[config.mk]
export PLATFORM = sky130hd
export DESIGN_NAME = fetch_sequencer
export DESIGN_NICKNAME = d
export VERILOG_FILES = /design/src/rtl/fetch_pkg.sv /design/src/rtl/next_pc_mux.sv /design/src/rtl/fetch_sequencer.sv
export SDC_FILE = /design/constraint.sdc
export NUM_CORES = 1
export LEC_CHECK = 0
export ABC_AREA = 0
export CAP_MARGIN = 30
export CORE_MARGIN = 5
export CORE_UTILIZATION = 40
export CTS_CLUSTER_SIZE = 8
export DETAILED_ROUTE_END_ITERATION = 6
export GPL_ROUTABILITY_DRIVEN = 1
export PLACE_DENSITY_LB_ADDON = 0.2
export SLEW_MARGIN = 10
export SYNTH_ARGS = -nofsm -noshare
export SYNTH_HDL_FRONTEND = slang
export SYNTH_HIERARCHICAL = 1
export SYNTH_SLANG_ARGS = --single-unit
[constraint.sdc]
create_clock -name clk -period 7.29 [get_ports clk]
set_input_delay 1.0935 -clock clk [delete_from_list [all_inputs] [get_ports clk]]
set_output_delay 1.0935 -clock clk [all_outputs]
set_load 0.05 [all_outputs]
[src/rtl/fetch_pkg.sv]
// Shared encodings for the fetch sequencer and the next-PC selection logic.
package fetch_pkg;

  typedef enum logic [2:0] {
    ST_IDLE  = 3'd0,
    ST_FETCH = 3'd1,
    ST_EXEC  = 3'd2,
    ST_HALT  = 3'd3
  } state_t;

  localparam logic [1:0] PCS_SEQ = 2'b00;
  localparam logic [1:0] PCS_BR  = 2'b01;
  localparam logic [1:0] PCS_JR  = 2'b10;
  localparam logic [1:0] PCS_J   = 2'b11;

  localparam logic [31:0] DEFAULT_RESET_PC = 32'h0000_0000;

endpackage

[src/rtl/next_pc_mux.sv]
// Combinational next-PC select from the control unit's pcsource, word-aligned.
module next_pc_mux
  import fetch_pkg::*;
#(
  parameter int PC_W = 32
) (
  input  logic [1:0]      pcsource,
  input  logic [PC_W-1:0] pc4,
  input  logic [PC_W-1:0] br_target,
  input  logic [PC_W-1:0] jr_target,
  input  logic [PC_W-1:0] j_target,
  output logic [PC_W-1:0] next_pc
);

  always_comb begin
    next_pc = pc4;
    case (pcsource)
      PCS_SEQ: next_pc = pc4;
      PCS_BR:  next_pc = br_target;
      PCS_JR:  next_pc = jr_target;
      PCS_J:   next_pc = j_target;
      default: next_pc = pc4;
    endcase
    // Instructions are word aligned; misaligned targets are silently truncated.
    next_pc[1:0] = 2'b00;
  end

endmodule

[src/rtl/fetch_sequencer.sv]
// Instruction fetch controller: owns the PC, sequences IROM reads, and applies
// the next-PC selection once per advance, with breakpoint/halt and retire count.
module fetch_sequencer
  import fetch_pkg::*;
#(
  parameter int              PC_W     = 32,
  parameter int              ROM_AW   = 6,
  parameter logic [PC_W-1:0] RESET_PC = PC_W'(DEFAULT_RESET_PC),
  parameter int              ROM_LAT  = 1
) (
  input  logic              clk,
  input  logic              reset,
  input  logic              tick,
  input  logic              run,
  input  logic              step,
  input  logic              bp_en,
  input  logic [PC_W-1:0]   bp_addr,
  input  logic [1:0]        pcsource,
  input  logic [PC_W-1:0]   br_target,
  input  logic [PC_W-1:0]   jr_target,
  input  logic [PC_W-1:0]   j_target,
  output logic              rom_en,
  output logic [ROM_AW-1:0] rom_addr,
  output logic              inst_valid,
  output logic [PC_W-1:0]   pc,
  output logic [PC_W-1:0]   pc4,
  output logic              halted,
  output logic [2:0]        state_o,
  output logic [15:0]       retired
);

  localparam logic [1:0] LAT_LAST = 2'(ROM_LAT - 1);

  state_t            state, state_nx;
  logic [1:0]        lat_cnt;
  logic              step_q;
  logic              skip;
  logic [PC_W-1:0]   pc_q;
  logic [PC_W-1:0]   next_pc;
  logic [15:0]       retired_q;

  logic step_rise;
  logic adv;
  logic lat_done;
  logic bp_hit;
  logic halt_leave;

  assign step_rise  = step & ~step_q;
  assign adv        = run ? tick : step_rise;
  assign lat_done   = (lat_cnt == LAT_LAST);
  assign halt_leave = step_rise & ~run;
  // Breakpoint compares word addresses only; skip suppresses a re-hit after resuming.
  assign bp_hit     = bp_en && (((next_pc ^ bp_addr) >> 2) == '0) && !skip;
  assign pc4        = pc_q + PC_W'(4);

  next_pc_mux #(.PC_W(PC_W)) u_next_pc_mux (
    .pcsource  (pcsource),
    .pc4       (pc4),
    .br_target (br_target),
    .jr_target (jr_target),
    .j_target  (j_target),
    .next_pc   (next_pc)
  );

  always_ff @(posedge clk or posedge reset) begin
    if (reset) state <= ST_IDLE;
    else       state <= state_nx;
  end

  always_comb begin
    state_nx = ST_IDLE;
    case (state)
      ST_IDLE:  state_nx = adv ? ST_FETCH : ST_IDLE;
      ST_FETCH: state_nx = lat_done ? ST_EXEC : ST_FETCH;
      ST_EXEC:  state_nx = bp_hit ? ST_HALT : ST_IDLE;
      ST_HALT:  state_nx = halt_leave ? ST_FETCH : ST_HALT;
      default:  state_nx = ST_IDLE;
    endcase
  end

  // inst_valid is a one-cycle strobe: IROM data is valid and control commits
  // exactly in that cycle; there is no backpressure.
  always_comb begin
    rom_en     = (state == ST_FETCH);
    inst_valid = (state == ST_EXEC);
    halted     = (state == ST_HALT);
    rom_addr   = pc_q[ROM_AW+1:2];
    state_o    = state;
    pc         = pc_q;
    retired    = retired_q;
  end

  always_ff @(posedge clk or posedge reset) begin
    if (reset) begin
      step_q    <= 1'b0;
      lat_cnt   <= 2'd0;
      skip      <= 1'b0;
      pc_q      <= RESET_PC;
      retired_q <= 16'd0;
    end else begin
      step_q <= step;
      if (state == ST_FETCH && !lat_done) lat_cnt <= lat_cnt + 2'd1;
      else                                lat_cnt <= 2'd0;
      if (state == ST_HALT && halt_leave) skip <= 1'b1;
      else if (state == ST_EXEC)          skip <= 1'b0;
      if (state == ST_EXEC) begin
        pc_q <= next_pc;
        if (retired_q != 16'hFFFF) retired_q <= retired_q + 16'd1;
      end
    end
  end

endmodule

* Word level (Yosys, flattened, before mapping)
Cells that the tools add are included.
** Word-level totals
- Flip-flop bits (word level) :: 53
- Bits of input ports :: 136
- Output and inout port bits :: 92
- Word-level logic and storage cells :: 43
** Operators by class
- Add/subtract/negate cells :: 3
- Equal/unequal tests :: 7
- Mux-type cells :: 10
- Bitwise logic cells :: 5
- Reduce and logical (&&, ||, !) cells :: 12
** Operators by type and width (number)
- case mux 32 bit (4 select lines) :: 1
- adder 32 x 3 -> 32 bit, second input constant :: 1
- zero test 32 bit :: 1
- bitwise XOR 32 bit :: 1
- adder 16 x 1 -> 16 bit, second input constant :: 1
- != test 16 bit, second input constant :: 1
- 2-to-1 mux 2 bit :: 4
- case mux 2 bit (4 select lines) :: 1
- equality test 3 x 2 -> 1 bit, second input constant :: 2
- equality test 2 bit, second input constant :: 2
- logical AND 1 bit :: 4
- zero test 2 bit :: 2
- 2-to-1 mux 1 bit :: 4
- equality test 3 x 1 -> 1 bit, second input constant :: 1
- zero test 3 bit :: 1
- adder 2 x 1 -> 2 bit, second input constant :: 1
- AND 1 bit :: 2
- equality test 2 x 1 -> 1 bit, second input constant :: 1
- zero test 1 bit :: 2
- inverter 1 bit :: 2
- AND reduction 2 bit :: 1
- nonzero test 2 bit :: 1

* Logic depth before layout (Yosys ltp)
- Depth in word-level cells :: 8
- Mapped depth :: 10
- Mapped depth without buffers :: 10

* Cells and area by module
The synthesis kept the hierarchy.
** By module, submodules not included
- fetch_sequencer :: times used 1, cells an instance 363, area each 3234.4 µm², sequential area each 1351.3 µm²
- next_pc_mux :: times used 1, cells an instance 39, area each 743.2 µm², sequential area each 0.0 µm²

* Least setup slack after synthesis
No wires, ideal clock.
- Kind :: reg-to-output
- Start point :: register pc_q[3], in the netlist pc[3]
- End point :: output pc4[22]
- Data arrival time :: 2.595 ns
- Required time :: 6.196 ns
- Setup slack :: 3.602 ns
- Stages on the path, launching flop included :: 6
- Buffers on the path :: 0
- Cells stage by stage :: dfrtp_1 > ha_1 > nand4_1 > nor3_1 > nand4_1 > xnor2_1
** Between the ends
- Cells in the longest elaborated chain, start to end :: 1
** RTL lines
- start, declared :: RTL line fetch_sequencer.sv:38 : logic [PC_W-1:0] pc_q;
- start signal, assigned :: RTL line fetch_sequencer.sv:107 : pc_q <= next_pc;
- adder 32 x 3 -> 32 bit :: RTL line fetch_sequencer.sv:54 : assign pc4 = pc_q + PC_W'(4);
- end, declared :: RTL line fetch_sequencer.sv:26 : output logic [PC_W-1:0] pc4,
No other way between the ends.

* Worst setup path after layout
- Start point :: register pc_q[2], in the netlist pc[2]
- End point :: output pc4[22]
The elaborated chain is that of the path after synthesis.

==> run summary <==
The number of resized instances in the post-cts repair step came out at 0. The final setup violation count is 0. The sequential share of the synthesized area came out at 0.3397. The DRC marker count from the first detailed-route iteration came out at 151. The count of endpoints failing hold in the final timing report is 0.

The largest net degree at the start of global routing is 55. The fraction of final layout cells with drive strength greater than 1 came out at 0.09046. The total of max-cap violations came out at 0. The kind of critical path is reg2out. In this run the clock root is driven by a clkbuf_8. The measured slew at the worst slew-check pin came out at 0.8771 ns. The first global-routing pass estimated 21370 microns of wire. The via count of the first global-routing pass was 3986.

The parity-gate share of the synthesized area counting xor and xnor cells came out at 0.1585. The area growth from synthesis to layout is 57.97%. The share of the synthesized area in compound gates (AO/OA/AOI/OAI) was 0.03146.

The worst clock skew came out at 0.008152 ns. The die span in x is 109.7 microns. In the global route stage, overall resource usage came out at 0.2334. The post-synthesis sequential element count came out at 54.

The remaining global-route overflow is 0. The number of port buffers came out at 218. The post-CTS setup repair buffer count came out at 0.

The post-route clock period utilization is 0.5957. The leakage power summed over all cells is 0.002584 uW. The capture point of the critical path is pc4[22]. The die outline area came out at 12040 sq um.

The number of antenna diodes in the final layout is 0. Setup slack on the critical path of the routed design comes to 2.947 ns. The top fanout value on the critical path is 6. The total number of nets in the final design came out at 746. TritonCTS built the clock tree.

The number of hold buffers added after CTS was 0. Setup repair after global routing left no endpoint under its margin. The clock network latency to the later pin of the worst-skew pair is 0.31 ns. The clock-pin slew on the worst setup and hold paths came out at 0.11 ns. The data required time at the worst endpoint is 6.20 ns. After detailed placement, the design holds a cell count of 732. The effective utilization at floorplan is 0.4088. The count of final max-slew check failures is 0. In the final timing run, aggregate negative setup slack is 0 ns.

The remaining number of nets flagged by the antenna check after routing is 0. The data arrival time of the worst path is 3.25 ns. Of the total synthesized cell area, the portion taken by full adders, half adders and majority gates is 0.009437. Across all hold checks on the routed design, the worst slack comes to 0.5056 ns.

The nature of the critical path endpoint is a primary output. Wires add up to 13950 microns. The worst-case IR drop observed on VDD is 0.2124 mV. The cell depth of the worst flop-to-flop path is 10. The remaining routing DRC violations is 0. The flow ran to the end, and the final reports show no timing, DRC or antenna violations. The cell count after synthesis is 402. The worst max-slew margin expressed relative to the limit came out at 0.4153. The ratio of total power to cell area came out at 389.4 nW/um^2. The maximum level of the CTS H-tree is 2. The simple-gate share of the synthesized area came out at 0.2290. The minimum setup slack after placement is 3.267 ns. The share of the synthesized area in the top cell type is 0.3397.

By area, the combinational part of the netlist is dominated by simple AND/OR/NAND/NOR gates. Leaving out fill and tap cells, the most frequent cell in the layout is clkdlybuf4s50_1. The tightest min-delay check is of the reg2reg type. The total area inside the core boundary comes to 9729 sq um.

TritonCTS created 5 clock buffers. The number of clock sinks came out at 54. The register-to-register setup slack came out at 3.78 ns. Detailed placement ended at an HPWL of 11240 microns. The clock passes through at most 2 buffers. The die outline height came out at 109.7 microns.

In the post-synthesis netlist, the biggest area contributors are dfrtp_1 34%, mux4_2 17%, xor2_1 9.9%, nand2_1 9.6%, xnor2_1 5.9%. The maximum operating frequency is 230.3 MHz. The finished layout holds 741 standard cells, fillers aside. The average wire per cell in the routed design is 18.83 microns. The total power draw came out at 2447 uW.

The post-detailed-route via-to-cell ratio came out at 5.211. Routability-driven placement finished with a final weighted congestion of 0.8304. The detailed-routing iteration count for the pre-antenna-repair pass is 5. The worst register-to-register path ends at state_o[1].

The number of antenna violations at the first check in global routing came out at 0. The library cells used most frequently in the layout, excluding fill and tap cells, are 217 x clkdlybuf4s50_1, 102 x nand2_1, 54 x dfrtp_1. The post-synthesis cell type count came out at 38. Yosys printed 6 warnings. dfrtp_1 takes more of the synthesized area than any other cell. The synthesized netlist occupies a cell area of 3978 sq um. 228 I/O pins were placed. The detailed-route via count is 3861.

The startpoint of the most critical setup path is pc[2]. The startpoint identified for the worst register-to-register timing path is pc[2]. The worst path in the final design needs a cycle of 4.343 ns, including I/O delays and setup.

The count of standard-cell rows came out at 36. The sort of element at the start of the critical path is a register. The average instance in the mapped netlist occupies 9.894 sq um. The share of synthesized area spent on multiplexers came out at 0.1755.
logic make-up (layout without fill, tap and decap cells):
group / Yosys count / in the layout
other: 2 / 3
muxes: 32 / 32
and+or+nand+nor: 182 / 182
AOI/OAI and AO/OA: 19 / 19
adders and majority gates: 3 / 3
xor gates and xnor gates: 72 / 72
buffers and inverters: 38 / 243
DFF: 54 / 54
report_power, final:
group          internal (uW)  switching [uW]
clock network           69.1             109
logic                    590            1120
registers                400             163
through the flow:
| step | util | cell area (sq um) |
|---|---|---|
| floorplan | - | 3981 |
| global placement | 0.6358 | 6186 |
| detailed placement | 0.6358 | 6186 |
| CTS | 0.6453 | 6279 |
| global route | 0.6458 | 6284 |
| finish | 0.6458 | 6284 |
per-layer routing:
metal,track usage,routed length (microns),part of all wire
met2,0.4045,7094,0.51
met5,0,0,0
met3,0.06342,1166,0.084
met1,0.2864,5371,0.38
met4,0.06144,321,0.023
final cells by class:
class,instances,area (sq um)
fill,817,3446
multi-input combinational,311,2416
timing repair buffer,223,2212
sequential,54,1351
tap,133,166.4
clock buffer,5,68.82
inverter,12,45.04
clock inverter,3,23.77
sequential cells by signal, summed over array words and instances, names as in the netlist:
name and count:
state_o 2, retired 16, pc 32, skip 1, step_q 1, lat_cnt 2
cell usage after synthesis:
| cell type | instances |
|---|---|
| buf_1 | 1 |
| nor4_4 | 2 |
| and3_2 | 1 |
| or4bb_1 | 1 |
| nor2b_1 | 1 |
| nor2_1 | 6 |
| nand4_4 | 1 |
| mux2_2 | 2 |
| nand3_2 | 1 |
| a21o_1 | 1 |
| o31a_1 | 1 |
| xor2_1 | 45 |
| nand3_1 | 16 |
| mux4_2 | 30 |
| o21ai_0 | 7 |
| clkbuf_1 | 3 |
| a211oi_1 | 4 |
| a21oi_1 | 2 |
| nor3_1 | 7 |
| inv_1 | 12 |
| nor4_1 | 10 |
| ha_1 | 3 |
| dfrtp_1 | 54 |
| o211ai_1 | 1 |
| conb_1 | 2 |
| nand2_1 | 102 |
| nand2b_1 | 1 |
| a2111oi_0 | 3 |
| nand4_1 | 18 |
| and3_1 | 9 |
| buf_4 | 11 |
| and2_1 | 2 |
| nor3b_1 | 1 |
| xnor2_1 | 27 |
| and4_1 | 1 |
| buf_6 | 3 |
| buf_2 | 8 |
| nor3b_2 | 2 |
critical path, stage by stage (launching register included):
cell and delay, ns:
dfrtp_1 0.48, ha_1 0.28, nand4_1 0.23, nor3_1 0.60, nand4_1 0.21, xnor2_1 0.27, clkdlybuf4s50_1 0.86
how the worst min path moves through the flow:
stage	end	from	cells past startpoint	slack [ns]
floorplan	skip	skip	2	0.46
global placement	skip	skip	2	0.47
detailed placement	skip	skip	2	0.48
CTS	skip	skip	2	0.51
global route	skip	skip	2	0.54
finish	skip	skip	2	0.51
Note: power is estimated with default switching activity, not from simulation.
